<file path="config.mk">
export PLATFORM = sky130hd
export DESIGN_NAME = uart_cmd_decoder_flat
export DESIGN_NICKNAME = d
export VERILOG_FILES = /design/src/rtl/uart_cmd_decoder_pkg.sv /design/src/rtl/uart_cmd_decoder_if.sv /design/src/rtl/uart_cmd_decoder.sv /design/src/flat_wrapper.sv
export SDC_FILE = /design/constraint.sdc
export NUM_CORES = 1
export LEC_CHECK = 0
export CAP_MARGIN = 10
export CORE_ASPECT_RATIO = 0.7
export CORE_MARGIN = 3
export CORE_UTILIZATION = 40
export CTS_CLUSTER_DIAMETER = 60
export CTS_CLUSTER_SIZE = 25
export DETAILED_ROUTE_END_ITERATION = 8
export PLACE_DENSITY = 0.69
export SLEW_MARGIN = 40
export SYNTH_ARGS = -nofsm -noshare
export SYNTH_HDL_FRONTEND = slang
export SYNTH_SLANG_ARGS = --single-unit
</file>
<file path="constraint.sdc">
create_clock -name CLK -period 2.7 [get_ports CLK]
set_clock_uncertainty 0.2 [all_clocks]
set_input_delay 0.405 -clock CLK [delete_from_list [all_inputs] [get_ports CLK]]
set_output_delay 0.405 -clock CLK [all_outputs]
set_load 0.05 [all_outputs]
</file>
<file path="src/rtl/uart_cmd_decoder_pkg.sv">
// Shared constants and state encoding for the UART command decoder.
// Command codes, operand register addresses and FSM states live here.
package uart_cmd_decoder_pkg;

  localparam logic [7:0] CMD_WR      = 8'hAA;
  localparam logic [7:0] CMD_RD      = 8'hBB;
  localparam logic [7:0] CMD_ALU_OP  = 8'hCC;
  localparam logic [7:0] CMD_ALU_NOP = 8'hDD;

  localparam int OPA_ADDR = 0;
  localparam int OPB_ADDR = 1;

  typedef enum logic [3:0] {
    S_IDLE     = 4'd0,
    S_WR_ADDR  = 4'd1,
    S_WR_DATA  = 4'd2,
    S_RD_ADDR  = 4'd3,
    S_RD_WAIT  = 4'd4,
    S_OP_A     = 4'd5,
    S_OP_B     = 4'd6,
    S_ALU_FUN  = 4'd7,
    S_ALU_WAIT = 4'd8,
    S_PUSH_LO  = 4'd9,
    S_PUSH_HI  = 4'd10
  } state_t;

endpackage

</file>
<file path="src/rtl/uart_cmd_decoder_if.sv">
// Bus bundle between the command decoder and its neighbours (RX sync,
// register file, ALU, TX FIFO). slave = decoder side, master = environment.
interface uart_cmd_decoder_if #(
  parameter int DATA_WIDTH = 8,
  parameter int ADDR_WIDTH = 4,
  parameter int FUN_WIDTH  = 4
);
  logic [DATA_WIDTH-1:0]   RX_P_DATA;
  logic                    RX_D_VLD;
  logic [DATA_WIDTH-1:0]   RdData;
  logic                    RdData_Valid;
  logic [2*DATA_WIDTH-1:0] ALU_OUT;
  logic                    OUT_Valid;
  logic                    FIFO_FULL;
  logic [ADDR_WIDTH-1:0]   Address;
  logic                    WrEn;
  logic                    RdEn;
  logic [DATA_WIDTH-1:0]   WrData;
  logic                    ALU_EN;
  logic [FUN_WIDTH-1:0]    ALU_FUN;
  logic                    CLK_EN;
  logic [DATA_WIDTH-1:0]   WR_DATA;
  logic                    WR_INC;
  logic                    CTRL_BUSY;

  modport slave (
    input  RX_P_DATA, RX_D_VLD, RdData, RdData_Valid, ALU_OUT, OUT_Valid, FIFO_FULL,
    output Address, WrEn, RdEn, WrData, ALU_EN, ALU_FUN, CLK_EN, WR_DATA, WR_INC, CTRL_BUSY
  );

  modport master (
    output RX_P_DATA, RX_D_VLD, RdData, RdData_Valid, ALU_OUT, OUT_Valid, FIFO_FULL,
    input  Address, WrEn, RdEn, WrData, ALU_EN, ALU_FUN, CLK_EN, WR_DATA, WR_INC, CTRL_BUSY
  );

endinterface

</file>
<file path="src/rtl/uart_cmd_decoder.sv">
// Framed-command parser: turns RX bytes into register-file / ALU strobes and
// pushes read data or ALU results into the TX FIFO. All outputs registered.
module uart_cmd_decoder
  import uart_cmd_decoder_pkg::*;
#(
  parameter int DATA_WIDTH = 8,
  parameter int ADDR_WIDTH = 4,
  parameter int FUN_WIDTH  = 4
) (
  input  logic CLK,
  input  logic RST,
  uart_cmd_decoder_if.slave bus
);

  state_t r_state, w_next;

  logic [2*DATA_WIDTH-1:0] r_resp;
  logic                    r_two;

  logic [ADDR_WIDTH-1:0] r_addr, w_addr;
  logic [DATA_WIDTH-1:0] r_wrdata, w_wrdata;
  logic [FUN_WIDTH-1:0]  r_fun, w_fun;
  logic [DATA_WIDTH-1:0] r_txdata, w_txdata;
  logic r_wr_en, w_wr_en, r_rd_en, w_rd_en, r_alu_en, w_alu_en;
  logic r_wr_inc, w_wr_inc, r_clk_en, w_clk_en, r_busy, w_busy;

  logic w_vld, w_cmd_wr, w_cmd_rd, w_cmd_op, w_cmd_nop;

  assign w_vld     = bus.RX_D_VLD;
  assign w_cmd_wr  = (bus.RX_P_DATA == DATA_WIDTH'(CMD_WR));
  assign w_cmd_rd  = (bus.RX_P_DATA == DATA_WIDTH'(CMD_RD));
  assign w_cmd_op  = (bus.RX_P_DATA == DATA_WIDTH'(CMD_ALU_OP));
  assign w_cmd_nop = (bus.RX_P_DATA == DATA_WIDTH'(CMD_ALU_NOP));

  always_ff @(posedge CLK) begin
    if (RST) r_state <= S_IDLE;
    else     r_state <= w_next;
  end

  always_comb begin
    w_next = r_state;
    case (r_state)
      S_IDLE: begin
        if (w_vld) begin
          if      (w_cmd_wr)  w_next = S_WR_ADDR;
          else if (w_cmd_rd)  w_next = S_RD_ADDR;
          else if (w_cmd_op)  w_next = S_OP_A;
          else if (w_cmd_nop) w_next = S_ALU_FUN;
        end
      end
      S_WR_ADDR:  if (w_vld) w_next = S_WR_DATA;
      S_WR_DATA:  if (w_vld) w_next = S_IDLE;
      S_RD_ADDR:  if (w_vld) w_next = S_RD_WAIT;
      S_RD_WAIT:  if (bus.RdData_Valid) w_next = S_PUSH_LO;
      S_OP_A:     if (w_vld) w_next = S_OP_B;
      S_OP_B:     if (w_vld) w_next = S_ALU_FUN;
      S_ALU_FUN:  if (w_vld) w_next = S_ALU_WAIT;
      S_ALU_WAIT: if (bus.OUT_Valid) w_next = S_PUSH_LO;
      S_PUSH_LO:  if (!bus.FIFO_FULL) w_next = r_two ? S_PUSH_HI : S_IDLE;
      S_PUSH_HI:  if (!bus.FIFO_FULL) w_next = S_IDLE;
      default:    w_next = S_IDLE;
    endcase
  end

  // Next values of the registered outputs; data fields hold between strobes.
  always_comb begin
    w_wr_en  = 1'b0;
    w_rd_en  = 1'b0;
    w_alu_en = 1'b0;
    w_wr_inc = 1'b0;
    w_addr   = r_addr;
    w_wrdata = r_wrdata;
    w_fun    = r_fun;
    w_txdata = r_txdata;
    w_clk_en = (w_next == S_ALU_FUN) || (w_next == S_ALU_WAIT);
    w_busy   = (w_next != S_IDLE);
    case (r_state)
      S_WR_ADDR: if (w_vld) w_addr = bus.RX_P_DATA[ADDR_WIDTH-1:0];
      S_WR_DATA: if (w_vld) begin
        w_wrdata = bus.RX_P_DATA;
        w_wr_en  = 1'b1;
      end
      S_RD_ADDR: if (w_vld) begin
        w_addr  = bus.RX_P_DATA[ADDR_WIDTH-1:0];
        w_rd_en = 1'b1;
      end
      S_OP_A: if (w_vld) begin
        w_addr   = ADDR_WIDTH'(OPA_ADDR);
        w_wrdata = bus.RX_P_DATA;
        w_wr_en  = 1'b1;
      end
      S_OP_B: if (w_vld) begin
        w_addr   = ADDR_WIDTH'(OPB_ADDR);
        w_wrdata = bus.RX_P_DATA;
        w_wr_en  = 1'b1;
      end
      S_ALU_FUN: if (w_vld) begin
        w_fun    = bus.RX_P_DATA[FUN_WIDTH-1:0];
        w_alu_en = 1'b1;
      end
      S_PUSH_LO: if (!bus.FIFO_FULL) begin
        w_txdata = r_resp[DATA_WIDTH-1:0];
        w_wr_inc = 1'b1;
      end
      S_PUSH_HI: if (!bus.FIFO_FULL) begin
        w_txdata = r_resp[2*DATA_WIDTH-1:DATA_WIDTH];
        w_wr_inc = 1'b1;
      end
      default: ;
    endcase
  end

  always_ff @(posedge CLK) begin
    if (RST) begin
      r_addr   <= '0;
      r_wrdata <= '0;
      r_fun    <= '0;
      r_txdata <= '0;
      r_wr_en  <= 1'b0;
      r_rd_en  <= 1'b0;
      r_alu_en <= 1'b0;
      r_wr_inc <= 1'b0;
      r_clk_en <= 1'b0;
      r_busy   <= 1'b0;
    end else begin
      r_addr   <= w_addr;
      r_wrdata <= w_wrdata;
      r_fun    <= w_fun;
      r_txdata <= w_txdata;
      r_wr_en  <= w_wr_en;
      r_rd_en  <= w_rd_en;
      r_alu_en <= w_alu_en;
      r_wr_inc <= w_wr_inc;
      r_clk_en <= w_clk_en;
      r_busy   <= w_busy;
    end
  end

  // Response capture: read data is a one-byte response, ALU result two bytes.
  always_ff @(posedge CLK) begin
    if (RST) begin
      r_resp <= '0;
      r_two  <= 1'b0;
    end else if (r_state == S_RD_WAIT && bus.RdData_Valid) begin
      r_resp <= {{DATA_WIDTH{1'b0}}, bus.RdData};
      r_two  <= 1'b0;
    end else if (r_state == S_ALU_WAIT && bus.OUT_Valid) begin
      r_resp <= bus.ALU_OUT;
      r_two  <= 1'b1;
    end
  end

  assign bus.Address   = r_addr;
  assign bus.WrEn      = r_wr_en;
  assign bus.RdEn      = r_rd_en;
  assign bus.WrData    = r_wrdata;
  assign bus.ALU_EN    = r_alu_en;
  assign bus.ALU_FUN   = r_fun;
  assign bus.CLK_EN    = r_clk_en;
  assign bus.WR_DATA   = r_txdata;
  assign bus.WR_INC    = r_wr_inc;
  assign bus.CTRL_BUSY = r_busy;

endmodule

</file>
<file path="src/flat_wrapper.sv">
// flat-port wrapper written by rule: the top's interface ports become plain ports
module uart_cmd_decoder_flat import uart_cmd_decoder_pkg::*;
#(
  parameter int DATA_WIDTH = 8,
  parameter int ADDR_WIDTH = 4,
  parameter int FUN_WIDTH  = 4
)
  (CLK, RST, bus_RX_P_DATA, bus_RX_D_VLD, bus_RdData, bus_RdData_Valid, bus_ALU_OUT, bus_OUT_Valid, bus_FIFO_FULL, bus_Address, bus_WrEn, bus_RdEn, bus_WrData, bus_ALU_EN, bus_ALU_FUN, bus_CLK_EN, bus_WR_DATA, bus_WR_INC, bus_CTRL_BUSY);
  uart_cmd_decoder_if #(.DATA_WIDTH(DATA_WIDTH), .ADDR_WIDTH(ADDR_WIDTH), .FUN_WIDTH(FUN_WIDTH)) bus_i ();
  input  logic CLK;
  input  logic RST;
  input wire logic [$bits(bus_i.RX_P_DATA)-1:0] bus_RX_P_DATA;
  input wire logic [$bits(bus_i.RX_D_VLD)-1:0] bus_RX_D_VLD;
  input wire logic [$bits(bus_i.RdData)-1:0] bus_RdData;
  input wire logic [$bits(bus_i.RdData_Valid)-1:0] bus_RdData_Valid;
  input wire logic [$bits(bus_i.ALU_OUT)-1:0] bus_ALU_OUT;
  input wire logic [$bits(bus_i.OUT_Valid)-1:0] bus_OUT_Valid;
  input wire logic [$bits(bus_i.FIFO_FULL)-1:0] bus_FIFO_FULL;
  output wire logic [$bits(bus_i.Address)-1:0] bus_Address;
  output wire logic [$bits(bus_i.WrEn)-1:0] bus_WrEn;
  output wire logic [$bits(bus_i.RdEn)-1:0] bus_RdEn;
  output wire logic [$bits(bus_i.WrData)-1:0] bus_WrData;
  output wire logic [$bits(bus_i.ALU_EN)-1:0] bus_ALU_EN;
  output wire logic [$bits(bus_i.ALU_FUN)-1:0] bus_ALU_FUN;
  output wire logic [$bits(bus_i.CLK_EN)-1:0] bus_CLK_EN;
  output wire logic [$bits(bus_i.WR_DATA)-1:0] bus_WR_DATA;
  output wire logic [$bits(bus_i.WR_INC)-1:0] bus_WR_INC;
  output wire logic [$bits(bus_i.CTRL_BUSY)-1:0] bus_CTRL_BUSY;
  assign bus_i.RX_P_DATA = bus_RX_P_DATA;
  assign bus_i.RX_D_VLD = bus_RX_D_VLD;
  assign bus_i.RdData = bus_RdData;
  assign bus_i.RdData_Valid = bus_RdData_Valid;
  assign bus_i.ALU_OUT = bus_ALU_OUT;
  assign bus_i.OUT_Valid = bus_OUT_Valid;
  assign bus_i.FIFO_FULL = bus_FIFO_FULL;
  assign bus_Address = bus_i.Address;
  assign bus_WrEn = bus_i.WrEn;
  assign bus_RdEn = bus_i.RdEn;
  assign bus_WrData = bus_i.WrData;
  assign bus_ALU_EN = bus_i.ALU_EN;
  assign bus_ALU_FUN = bus_i.ALU_FUN;
  assign bus_CLK_EN = bus_i.CLK_EN;
  assign bus_WR_DATA = bus_i.WR_DATA;
  assign bus_WR_INC = bus_i.WR_INC;
  assign bus_CTRL_BUSY = bus_i.CTRL_BUSY;
  uart_cmd_decoder #(.DATA_WIDTH(DATA_WIDTH), .ADDR_WIDTH(ADDR_WIDTH), .FUN_WIDTH(FUN_WIDTH)) u_core (.CLK(CLK), .RST(RST), .bus(bus_i));
endmodule
</file>
Word-level counts from Yosys, hierarchy flattened
Index checks and enable logic that the tools add are counted.
Widths: inputs -> output; s select.
Storage, ports and cells
  input port bits: 38
  logic and storage cells: 87
  flip-flop bits (word level): 51
Cells by class
  reductions and logical operators: 20
  bitwise operators: 4
  mux-type cells: 28
  eq/ne operators: 21
Operators by type and width (count)
  $mux 4: 19
  $pmux 4 s11: 1
  $eq 8x8->1 const B: 4
  $mux 8: 4
  $eq 4x3->1 const B: 5
  $eq 4x4->1 const B: 4
  $pmux 8 s2: 1
  $reduce_or 2->1: 7
  $pmux 4 s3: 1
  $eq 4x2->1 const B: 2
  $ne 2x2->1 const B: 4
  $eq 4x1->1 const B: 1
  $logic_not 4->1: 1
  $not 1->1: 4
  $reduce_and 2->1: 2
  $reduce_and 4->1: 1
  $reduce_bool 2->1: 2
  $reduce_bool 4->1: 1
  $reduce_and 3->1: 1
  $reduce_bool 3->1: 1
  $reduce_or 3->1: 1
  $logic_and 1x1->1: 2
  $mux 1: 2
  $ne 2x1->1 const B: 1
  $logic_or 1x1->1: 1

Logic depth before layout (Yosys ltp)
Gate-level depths: netlist (run 1).
  word-level depth: 9
  mapped depth: 7

Least setup slack after synthesis (run 1)
OpenSTA, ideal clock, no wires.
  path kind: reg2reg
  start: reg u_core.r_state[1]
  end: reg u_core.r_clk_en (netlist: u_core.bus.CLK_EN)
  required time: 2.383 ns
  cell stages (with the launch flop): 6
  buffers on the path: 1
  data arrival time: 1.394 ns
  setup time: 0.117 ns
  clock period less this slack: 1.711 ns
  setup slack: 0.989 ns
  cells stage by stage: dfxtp_1 > buf_6 > or3_4 > a2111oi_4 > nor4_2 > a32o_1
Between the ends
  word-level cells in the longest chain between the ends: 8
  elaborated cells on any way between the ends: 30
RTL lines
  start, declared: RTL line uart_cmd_decoder.sv:15  | state_t r_state, w_next;
  start signal, assigned: RTL line uart_cmd_decoder.sv:37  | else r_state <= w_next;
  $mux 4: RTL line uart_cmd_decoder.sv:48  | else if (w_cmd_nop) w_next = S_ALU_FUN;
  $mux 4: RTL line uart_cmd_decoder.sv:47  | else if (w_cmd_op) w_next = S_OP_A;
  $mux 4: RTL line uart_cmd_decoder.sv:46  | else if (w_cmd_rd) w_next = S_RD_ADDR;
  $mux 4: RTL line uart_cmd_decoder.sv:45  | if (w_cmd_wr) w_next = S_WR_ADDR;
  $mux 4: RTL line uart_cmd_decoder.sv:44  | if (w_vld) begin
  $pmux 4 s11 (*): RTL line uart_cmd_decoder.sv:42  | case (r_state)
  $eq 4x3->1 / $eq 4x4->1 (equally long branches): RTL line uart_cmd_decoder.sv:75  | w_clk_en = (w_next == S_ALU_FUN) || (w_next == S_ALU_WAIT);
  $logic_or 1x1->1 (*): RTL line uart_cmd_decoder.sv:75
  end signal, assigned: RTL line uart_cmd_decoder.sv:134  | r_clk_en <= w_clk_en;
  end, declared: RTL line uart_cmd_decoder.sv:25  | logic r_wr_inc, w_wr_inc, r_clk_en, w_clk_en, r_busy, w_busy;
Mark *: on every way between the ends. The rest lies on a longest branch, timed or not.
A chain may end at the register's enable or synchronous reset.

Final worst setup path (run 1)
Same ends and word-level chain as after synthesis.

==> reports/results.tsv, run 1 <==
stage	metric	value	unit
pwr	Comb pwr share	0.082	
die	Ports	68	
detailed_routing	Detailed Route WL	5780	um
critical_path	Critical Path Source Type	register	
timing	Slew Limit Headroom	0.551	
critical_path	Worst Setup Path Type	register to register	
timing	RSZ-0062 raised after global routing	false	
layout	nets	361	
die	Initial Utilization	0.433	
critical_path	most used cell, CP	nor2_1	
job	Max Cap Viol	0	
layout	most common cell after layout, fill and taps aside	clkdlybuf4s50_1	
clock_tree	latest clock arrival within the worst-skew pair	0.30	ns
yosys	post-synthesis instance area	2380	um2
clock_tree	buffer depth of the longest clock path	2	
global_routing	total gr overflow	0	
clock_tree	clock slew at reported path FFs	0.09	ns
yosys	Ys Warns	0	
placement	HPWL Detailed	4330	um
yosys	Syn Nets	302	
critical_path	data required time of the critical path	2.70	ns
yosys	Post-synth ARST share	0	
placement	DP Worst Slack	0.344	ns
pwr	sw frac	0.219	
yosys	average size of a mapped cell	9.03	um2
timing	Setup TNS Final	0	ns
global_routing	global-route wire length before repair	9400	um
pwr	register share of total power	0.591	
layout	final design utilization	0.569	
detailed_routing	antenna viol nets, final	0	
clock_tree	number of hold buffers added after cts	0	
critical_path	arrival time worst endpoint	2.20	ns
yosys	synth unique cells	50	
pwr	Leak	0.961	nW
die	die height	70.6	um
layout	ratio of cells with drive above 1 in the final layout	0.0772	
pwr	Max VDD drop	0.000195	V
placement	RD Place Congestion	0.812	
clock_tree	# clock sinks	51	
yosys	top-area cell type share of the netlist area	0.428	
yosys	register area share after synthesis	0.428	
timing	Final Hold Viols	0	
clock_tree	Setup Buffers After CTS	0	
timing	Final period util	0.815	
yosys	synth top area cells	dfxtp_1 (43%), mux2i_1 (7.1%), nand2_1 (6.1%)	
global_routing	vias in the first global route	1826	
layout	Layout Cells excl Fill	396	
placement	Inst Count DP	388	
yosys	Synth Flop Type	dfxtp_1	
pwr	clock share of power	0.327	
yosys	EDFF count, synth	0	
clock_tree	CTS tree	built	
timing	minimum clock period	2.20	ns
yosys	Yosys reg bits	51	
critical_path	endpoint type of the worst setup path	register	
clock_tree	PostCTS Resize Cnt	0	
timing	Slew @ Worst Pin	0.672	ns
layout	layout filler cell count	515	
timing	maximum clock rate	455	MHz
critical_path	critical path's top delay family	flip-flops	
timing	Slew Limit Fails	0	
clock_tree	H-tree levels	2	
placement	Area after DPL	3050	um2
layout	commonest non-fill, non-tap cells in the layout	clkdlybuf4s50_1 (67), dfxtp_1 (51), nand2_1 (39), nor2_1 (30), a21oi_1 (26)	
timing	Hold WS	0.267	ns
global_routing	largest net degree at the start of global routing	24	
placement	Port-buffer cells	67	
detailed_routing	via/cell ratio	5.14	
die	die area	6940	um2
critical_path	Critical Path Slowest Stage Cell	dfxtp_1	
layout	final instance area	3130	um2
pwr	PwrDens	407	nW/um2
yosys	largest area contributor in the netlist	dfxtp_1	
detailed_routing	drt initial violations	153	
timing	final setup margin	0.500	ns
detailed_routing	drt pass-1 iters	4	
die	row count	22	
clock_tree	total CTS buffers	5	
pwr	Design Power	1.28	mW
detailed_routing	# DRC	0	
clock_tree	Root Driver	clkbuf_8	
critical_path	CP max stage delay	0.75	ns
yosys	Post-Syn Instances	264	
pwr	Pint	0.996	mW
critical_path	crit path max fanout	19	
global_routing	initial antenna violation count	0	
layout	# diodes	0	
die	core box area	5510	um2
detailed_routing	vias	2035	
die	Die Span X	98.3	um
layout	synthesis-to-layout area growth	31.3	%
status	status	completed	
timing	Final setup viols	0	
critical_path	critical path, cell by cell	nor2_1 -> nor4b_2 -> a311oi_2 -> nor2_1 -> a32o_1	
global_routing	Global Route Usage Sum	0.167	
critical_path	Buf/Inv on CP	0	
detailed_routing	Wirelength per Cell	14.6	um
worst_hold_path	Hold/Removal Path Class	register to register	
pwr	NetSw	0.280	mW
state kept, by name, indices dropped and copies added, names as in the netlist:
signal / cells
u_core.bus.CLK_EN: 1
u_core.bus.Address: 4
u_core.r_two: 1
u_core.bus.ALU_FUN: 4
u_core.r_resp: 16
u_core.bus.RdEn: 1
u_core.bus.ALU_EN: 1
u_core.bus.WrEn: 1
u_core.bus.WR_INC: 1
u_core.bus.WrData: 8
u_core.bus.CTRL_BUSY: 1
u_core.r_state: 4
u_core.bus.WR_DATA: 8
power groups by stage:
stage	clock network (mW)	logic [mW]	registers [mW]
2_1_floorplan	0	0.0335	0.773
3_5_place_dp	0	0.104	0.772
6_report	0.416	0.104	0.754
4_1_cts	0.429	0.105	0.754
3_3_place_gp	0	0.104	0.772
5_1_grt	0.461	0.112	0.755
layer usage:
layer  vias up  global-route usage  part of all wire
met5         -                   0                 0
met4         0              0.0364            0.0066
met3         4              0.0374             0.044
met2        40               0.216              0.39
met1       944               0.273              0.55
li1       1047                   -                 -
area by class of cell:
class                      instances  area (um2)  share of cell area
tap                               72        90.1              0.0288
clock inverter                     1        5.00             0.00160
clock buffer                       7        76.3              0.0244
sequential                        51        1020               0.326
timing repair buffer              71         701               0.224
multi-input combinational        191        1230               0.392
inverter                           3        11.3             0.00360
path summary, 6_finish.rpt:
path         slack, ns  depth (start not counted)                  start                    end
max               0.50                          5      u_core.r_state[1]      u_core.bus.CLK_EN
min               0.27                          2  u_core.bus.Address[2]  u_core.bus.Address[2]
max reg2reg       0.50                          5      u_core.r_state[1]      u_core.bus.CLK_EN
min reg2reg       0.27                          2  u_core.bus.Address[2]  u_core.bus.Address[2]
worst min-delay path, cell delays in order (launching register included):
cell     delay (ns)
dfxtp_1        0.32
nand2_1        0.06
a21oi_1        0.05
Yosys cell counts (2+ instances only):
| master | count |
|---|---|
| o21ai_0 | 5 |
| a311oi_1 | 8 |
| a211oi_1 | 6 |
| nor3b_1 | 2 |
| o22ai_1 | 3 |
| a211oi_2 | 2 |
| buf_4 | 3 |
| buf_2 | 4 |
| nand3b_1 | 2 |
| dfxtp_1 | 51 |
| nor4_1 | 2 |
| nand4b_1 | 2 |
| buf_6 | 5 |
| or2_1 | 2 |
| nand2b_1 | 11 |
| clkbuf_1 | 7 |
| mux2i_1 | 17 |
| nand3_1 | 2 |
| nor2b_1 | 3 |
| nand4bb_1 | 2 |
| inv_1 | 3 |
| nor2_1 | 30 |
| nor3_1 | 2 |
| nand2_1 | 39 |
| a21oi_1 | 26 |
kinds of logic after synthesis:
kind of cell	synth area share
simple gates	0.254
compound gates	0.175
flops	0.428
buf+inv	0.0572
mux	0.0714
xor+xnor	0.0142
Note: power is estimated with default switching activity, not from simulation.
==> run 2, diff against run 1 <==
- clock period: 2.7 -> 2.1 ns (I/O delays scaled with it)
==> run 2 against run 1 <==
  * Non-clock buffer count rose by 28
  * Worst hold slack lost 0.0062 ns
  * Largest cell class unchanged
  * Global-route usage up 1.4 points
  * Highest routed layer unchanged
==> reports/results.tsv, run 2 (synthesis results as in run 1) <==
stage	metric	value	unit	change
pwr	Max VDD drop	0.000267	V	was 0.000195 V
clock_tree	Root Driver	clkbuf_8		unchanged
placement	RD Place Congestion	0.849		was 0.812
timing	Slew Limit Headroom	0.656		was 0.551
global_routing	vias in the first global route	2112		was 1,826
timing	minimum clock period	2.01	ns	was 2.20 ns
timing	Slew Limit Fails	0		unchanged
timing	Slew @ Worst Pin	0.514	ns	was 0.672 ns
pwr	Leak	1.13	nW	was 0.961 nW
timing	RSZ-0062 raised after global routing	false		unchanged
critical_path	data required time of the critical path	2.09	ns	was 2.70 ns
layout	number of flip-flops in the largest register	16		unchanged
timing	Final Hold Viols	0		unchanged
clock_tree	PostCTS Resize Cnt	0		unchanged
layout	# diodes	0		unchanged
status	status	completed		unchanged
detailed_routing	Wirelength per Cell	14.4	um	was 14.6 um
layout	ratio of cells with drive above 1 in the final layout	0.159		was 0.0772
die	Ports	68		unchanged
clock_tree	latest clock arrival within the worst-skew pair	0.30	ns	about the same
layout	synthesis-to-layout area growth	43.4	%	was 31.3%
critical_path	crit path max fanout	14		was 19
pwr	sw frac	0.194		was 0.219
global_routing	largest net degree at the start of global routing	21		was 24
critical_path	Critical Path Source Type	register		unchanged
clock_tree	H-tree levels	2		unchanged
critical_path	endpoint type of the worst setup path	register		unchanged
timing	maximum clock rate	496	MHz	was 455 MHz
placement	DP Worst Slack	-0.129	ns	was 0.344 ns
layout	final design utilization	0.621		was 0.569
critical_path	flop2flop setup slack	0.09	ns	was 0.50 ns
timing	Final period util	0.959		was 0.815
global_routing	total gr overflow	0		unchanged
clock_tree	buffer depth of the longest clock path	2		unchanged
die	Initial Utilization	0.433		unchanged
clock_tree	clock slew at reported path FFs	0.09	ns	about the same
pwr	register share of total power	0.507		was 0.591
die	die area	6940	um2	unchanged
global_routing	initial antenna violation count	0		unchanged
layout	commonest non-fill, non-tap cells in the layout	clkdlybuf4s50_1 (67), dfxtp_1 (49), nand2_1 (39), nor2_1 (30), buf_4 (30)		was clkdlybuf4s50_1 (67), dfxtp_1 (51), nand2_1 (39), nor2_1 (30), a21oi_1 (26)
pwr	PwrDens	558	nW/um2	was 407 nW/um2
global_routing	global-route wire length before repair	10300	um	was 9400 um
placement	Port-buffer cells	67		unchanged
placement	Inst Count DP	416		was 388
timing	Final setup viols	0		unchanged
detailed_routing	antenna viol nets, final	0		unchanged
job	Max Cap Viol	0		unchanged
pwr	clock share of power	0.410		was 0.327
timing	final setup margin	0.0853	ns	was 0.500 ns
layout	Reg with most FFs	u_core.r_resp		unchanged
pwr	NetSw	0.372	mW	was 0.280 mW
layout	Layout Cells excl Fill	424		was 396
die	row count	22		unchanged
pwr	Pint	1.54	mW	was 0.996 mW
pwr	Comb pwr share	0.082		about the same
global_routing	Global Route Usage Sum	0.181		was 0.167
detailed_routing	drt initial violations	173		was 153
layout	most common cell after layout, fill and taps aside	clkdlybuf4s50_1		unchanged
die	die height	70.6	um	unchanged
die	core box area	5510	um2	unchanged
timing	Hold WS	0.261	ns	was 0.267 ns
placement	HPWL Detailed	4710	um	was 4330 um
clock_tree	CTS tree	built		unchanged
worst_hold_path	Hold/Removal Path Class	register to register		unchanged
detailed_routing	Detailed Route WL	6100	um	was 5780 um
global_routing	global routing's busiest layer	met1		unchanged
critical_path	arrival time worst endpoint	2.01	ns	was 2.20 ns
detailed_routing	vias	2158		was 2,035
global_routing	GRT met2 Usage	0.252		was 0.216
detailed_routing	via/cell ratio	5.09		was 5.14
detailed_routing	drt pass-1 iters	4		unchanged
clock_tree	total CTS buffers	5		unchanged
die	Die Span X	98.3	um	unchanged
critical_path	Worst Setup Path Type	register to register		unchanged
clock_tree	Setup Buffers After CTS	0		unchanged
global_routing	met3 Resource Use GR	0.0414		was 0.0374
layout	nets	389		was 361
clock_tree	# clock sinks	51		unchanged
global_routing	met1 usage	0.287		was 0.273
layout	layout filler cell count	494		was 515
detailed_routing	# DRC	0		unchanged
clock_tree	number of hold buffers added after cts	0		unchanged
## run 2: cell types whose count changed in the layout (fill, tap and decap cells not counted)
cell | before | now
clkbuf_1 | 2 | 1
clkinv_2 | 1 | 0
buf_4 | 4 | 30
dfxtp_1 | 51 | 49
dfxtp_2 | 0 | 2
buf_12 | 0 | 2
bufinv_16 | 0 | 2
## run 2: final timing paths
kind / startpoint / endpoint / depth (start not counted)
min reg2reg: u_core.bus.Address[3] / u_core.bus.Address[3] / 2
max: u_core.r_state[0] / u_core.bus.CLK_EN / 4
min: u_core.bus.Address[3] / u_core.bus.Address[3] / 2
max reg2reg: u_core.r_state[0] / u_core.bus.CLK_EN / 4
## run 2: critical path, cell delays in order (launching register included)
cell     delay, ns
dfxtp_1       0.61
or4bb_1       0.53
a21oi_1       0.23
nor4_2        0.09
a32o_1        0.26
## run 2: per-stage QoR
step                TNS (ns)  area [um2]  power [mW]
floorplan                  0        2380        1.04
global placement      -0.331        3290        1.15
detailed placement    -0.663        3290        1.15
CTS                        0        3420        1.93
global route               0        3420        1.99
finish                     0        3420        1.91
## run 2: layout make-up
cell class / count / area (um2) / share of cell area
clock inverters: 2 / 60.1 / 0.0176
repair buffers: 99 / 936 / 0.274
multi-input cells: 191 / 1230 / 0.359
clock buffers: 6 / 72.6 / 0.0212
flip-flops and latches: 51 / 1020 / 0.299
well taps: 72 / 90.1 / 0.0263
inverters: 3 / 11.3 / 0.00329
## run 2: power by group through the flow
| stage | Combinational, mW | Sequential, mW | Clock [mW] |
|---|---|---|---|
| 2_1_floorplan | 0.0430 | 0.994 | 0 |
| 3_3_place_gp | 0.154 | 0.992 | 0 |
| 3_5_place_dp | 0.157 | 0.992 | 0 |
| 4_1_cts | 0.157 | 0.969 | 0.801 |
| 5_1_grt | 0.169 | 0.970 | 0.847 |
| 6_report | 0.157 | 0.969 | 0.784 |
## run 2: metal layers
metal  up-vias  share of wire
met4         0         0.0046
met2        51           0.42
met3         5          0.063
met5         -              0
met1       998           0.51
li1       1104              -
==> run 3, diff against run 2 <==
- CTS_BUF_LIST: unset -> sky130_fd_sc_hd__clkbuf_4 sky130_fd_sc_hd__clkbuf_8 sky130_fd_sc_hd__clkbuf_16
- RECOVER_POWER: unset -> 25
==> run 3 against run 2 <==
  * Non-clock buffer count did not move
  * Sequential share of layout area rose by 0.21 points
  * Clock power rose by 2%
  * Worst hold slack barely moved
  * Sequential power barely moved
  * Cell count did not move
  * Design area fell by 0.69%
  * Critical path type is now register to output pin
==> reports/results.tsv, run 3 (synthesis results as in run 1) <==
stage	metric	value	unit	change
status	status	completed		unchanged
die	die area	6940	um2	unchanged
detailed_routing	Wirelength per Cell	14.4	um	unchanged
detailed_routing	via/cell ratio	5.12		was 5.09
detailed_routing	Detailed Route WL	6100	um	unchanged
placement	RD Place Congestion	0.849		unchanged
critical_path	Buf/Inv on CP	1		was 0
layout	commonest non-fill, non-tap cells in the layout	clkdlybuf4s50_1 (65), dfxtp_1 (49), nand2_1 (39), nor2_1 (30)		was clkdlybuf4s50_1 (67), dfxtp_1 (49), nand2_1 (39), nor2_1 (30), buf_4 (30)
detailed_routing	vias	2171		was 2,158
job	Max Cap Viol	0		unchanged
critical_path	data required time of the critical path	1.58	ns	was 2.09 ns
timing	Final setup viols	0		unchanged
detailed_routing	drt initial violations	180		was 173
clock_tree	clock slew at reported path FFs	0.09	ns	about the same
die	core box area	5510	um2	unchanged
clock_tree	buffer depth of the longest clock path	2		unchanged
critical_path	Critical Path Source Type	register		unchanged
placement	HPWL Detailed	4710	um	unchanged
timing	final setup margin	0.0998	ns	was 0.0853 ns
timing	maximum clock rate	500	MHz	was 496 MHz
global_routing	largest net degree at the start of global routing	21		unchanged
critical_path	endpoint type of the worst setup path	output pin		was register
clock_tree	Root Driver	clkbuf_8		unchanged
timing	Slew Limit Fails	0		unchanged
global_routing	Global Route Usage Sum	0.181		about the same
timing	Final Hold Viols	0		unchanged
timing	Slew Limit Headroom	0.656		unchanged
clock_tree	Setup Buffers After CTS	0		unchanged
die	row count	22		unchanged
timing	Hold WS	0.261	ns	about the same
layout	# diodes	0		unchanged
clock_tree	total CTS buffers	5		unchanged
timing	RSZ-0062 raised after global routing	false		unchanged
pwr	Leak	1.12	nW	was 1.13 nW
die	Initial Utilization	0.433		unchanged
timing	Final period util	0.952		was 0.959
critical_path	crit path max fanout	1		was 14
layout	ratio of cells with drive above 1 in the final layout	0.151		was 0.159
die	Ports	68		unchanged
global_routing	global-route wire length before repair	10300	um	about the same
critical_path	CP max stage delay	0.86	ns	was 0.61 ns
detailed_routing	# DRC	0		unchanged
die	Die Span X	98.3	um	unchanged
critical_path	Critical Path Slowest Stage Cell	dlygate4sd3_1		was dfxtp_1
critical_path	arrival time worst endpoint	1.49	ns	was 2.01 ns
worst_hold_path	Hold/Removal Path Class	register to register		unchanged
global_routing	initial antenna violation count	0		unchanged
placement	Port-buffer cells	67		unchanged
global_routing	vias in the first global route	2109		was 2,112
die	die height	70.6	um	unchanged
critical_path	critical path's top delay family	buffers and inverters		was simple AND/OR/NAND/NOR gates
clock_tree	latest clock arrival within the worst-skew pair	0.30	ns	about the same
layout	synthesis-to-layout area growth	42.4	%	was 43.4%
layout	most common cell after layout, fill and taps aside	clkdlybuf4s50_1		unchanged
clock_tree	# clock sinks	51		unchanged
critical_path	critical path, cell by cell	dlygate4sd3_1		was or4bb_1 -> a21oi_1 -> nor4_2 -> a32o_1
layout	number of flip-flops in the largest register	16		unchanged
clock_tree	CTS tree	built		unchanged
clock_tree	number of hold buffers added after cts	0		unchanged
timing	Slew @ Worst Pin	0.514	ns	unchanged
pwr	Max VDD drop	0.000266	V	was 0.000267 V
layout	nets	389		unchanged
global_routing	total gr overflow	0		unchanged
critical_path	Worst Setup Path Type	register to output pin		was register to register
placement	DP Worst Slack	-0.129	ns	unchanged
clock_tree	H-tree levels	2		unchanged
detailed_routing	antenna viol nets, final	0		unchanged
pwr	PwrDens	566	nW/um2	was 558 nW/um2
layout	Reg with most FFs	u_core.r_resp		unchanged
timing	minimum clock period	2.00	ns	was 2.01 ns
layout	final design utilization	0.617		was 0.621
detailed_routing	drt pass-1 iters	4		unchanged
-- run 3: cell types whose count changed in the layout (fill, tap and decap cells not counted) --
cell / delta
clkdlybuf4s50_1: -2
clkbuf_4: +2
buf_4: -4
clkbuf_1: +3
dlygate4sd3_1: +2
buf_12: -1
-- run 3: metal layers --
metal | vias up | wire, um | track usage
li1 | 1108 | - | -
met1 | 1002 | 3110 | 0.287
met2 | 56 | 2580 | 0.252
met3 | 5 | 386 | 0.0414
met4 | 0 | 28 | 0.0273
met5 | - | 0 | 0
-- run 3: where the power goes --
group	total, mW	internal, mW	switching [mW]
Sequential	0.969	0.968	0.00173
Combinational	0.156	0.0941	0.0616
Clock	0.799	0.489	0.310
Total	1.92	1.55	0.374
-- run 3: area by class of cell --
type,count,area [um2]
well taps,72,90.1
clock buffers,6,76.3
inverters,3,11.3
repair buffers,99,908
flip-flops and latches,51,1020
fillers,500,2110
multi-input cells,191,1230
clock inverters,2,60.1
-- run 3: what timing repair did --
| action | CTS | global route |
|---|---|---|
| endpoints found under the hold margin | 0 | 0 |
| setup endpoints to repair | 0 | 11 |
| resized for setup | 0 | 2 |
-- run 3: tightest hold or removal path, stage by stage (launching register included) --
cell and delay, ns:
dfxtp_1 0.32, nand2_1 0.05, a21oi_1 0.05
-- run 3: metrics by stage --
stage,cell area [um2],cells,power [mW],TNS [ns]
floorplan,2380,264,1.04,0
global placement,3290,416,1.15,-0.331
detailed placement,3290,416,1.15,-0.663
CTS,3420,424,1.94,0
global route,3400,424,2.00,0
finish,3400,424,1.92,0
-- run 3: worst paths after layout --
kind	startpoint	end	slack, ns	depth (start not counted)
min	u_core.bus.Address[3]	u_core.bus.Address[3]	0.26	2
max reg2reg	u_core.r_state[0]	u_core.bus.CLK_EN	0.11	4
max	u_core.bus.ALU_EN	bus_ALU_EN	0.1	1
min reg2reg	u_core.bus.Address[3]	u_core.bus.Address[3]	0.26	2
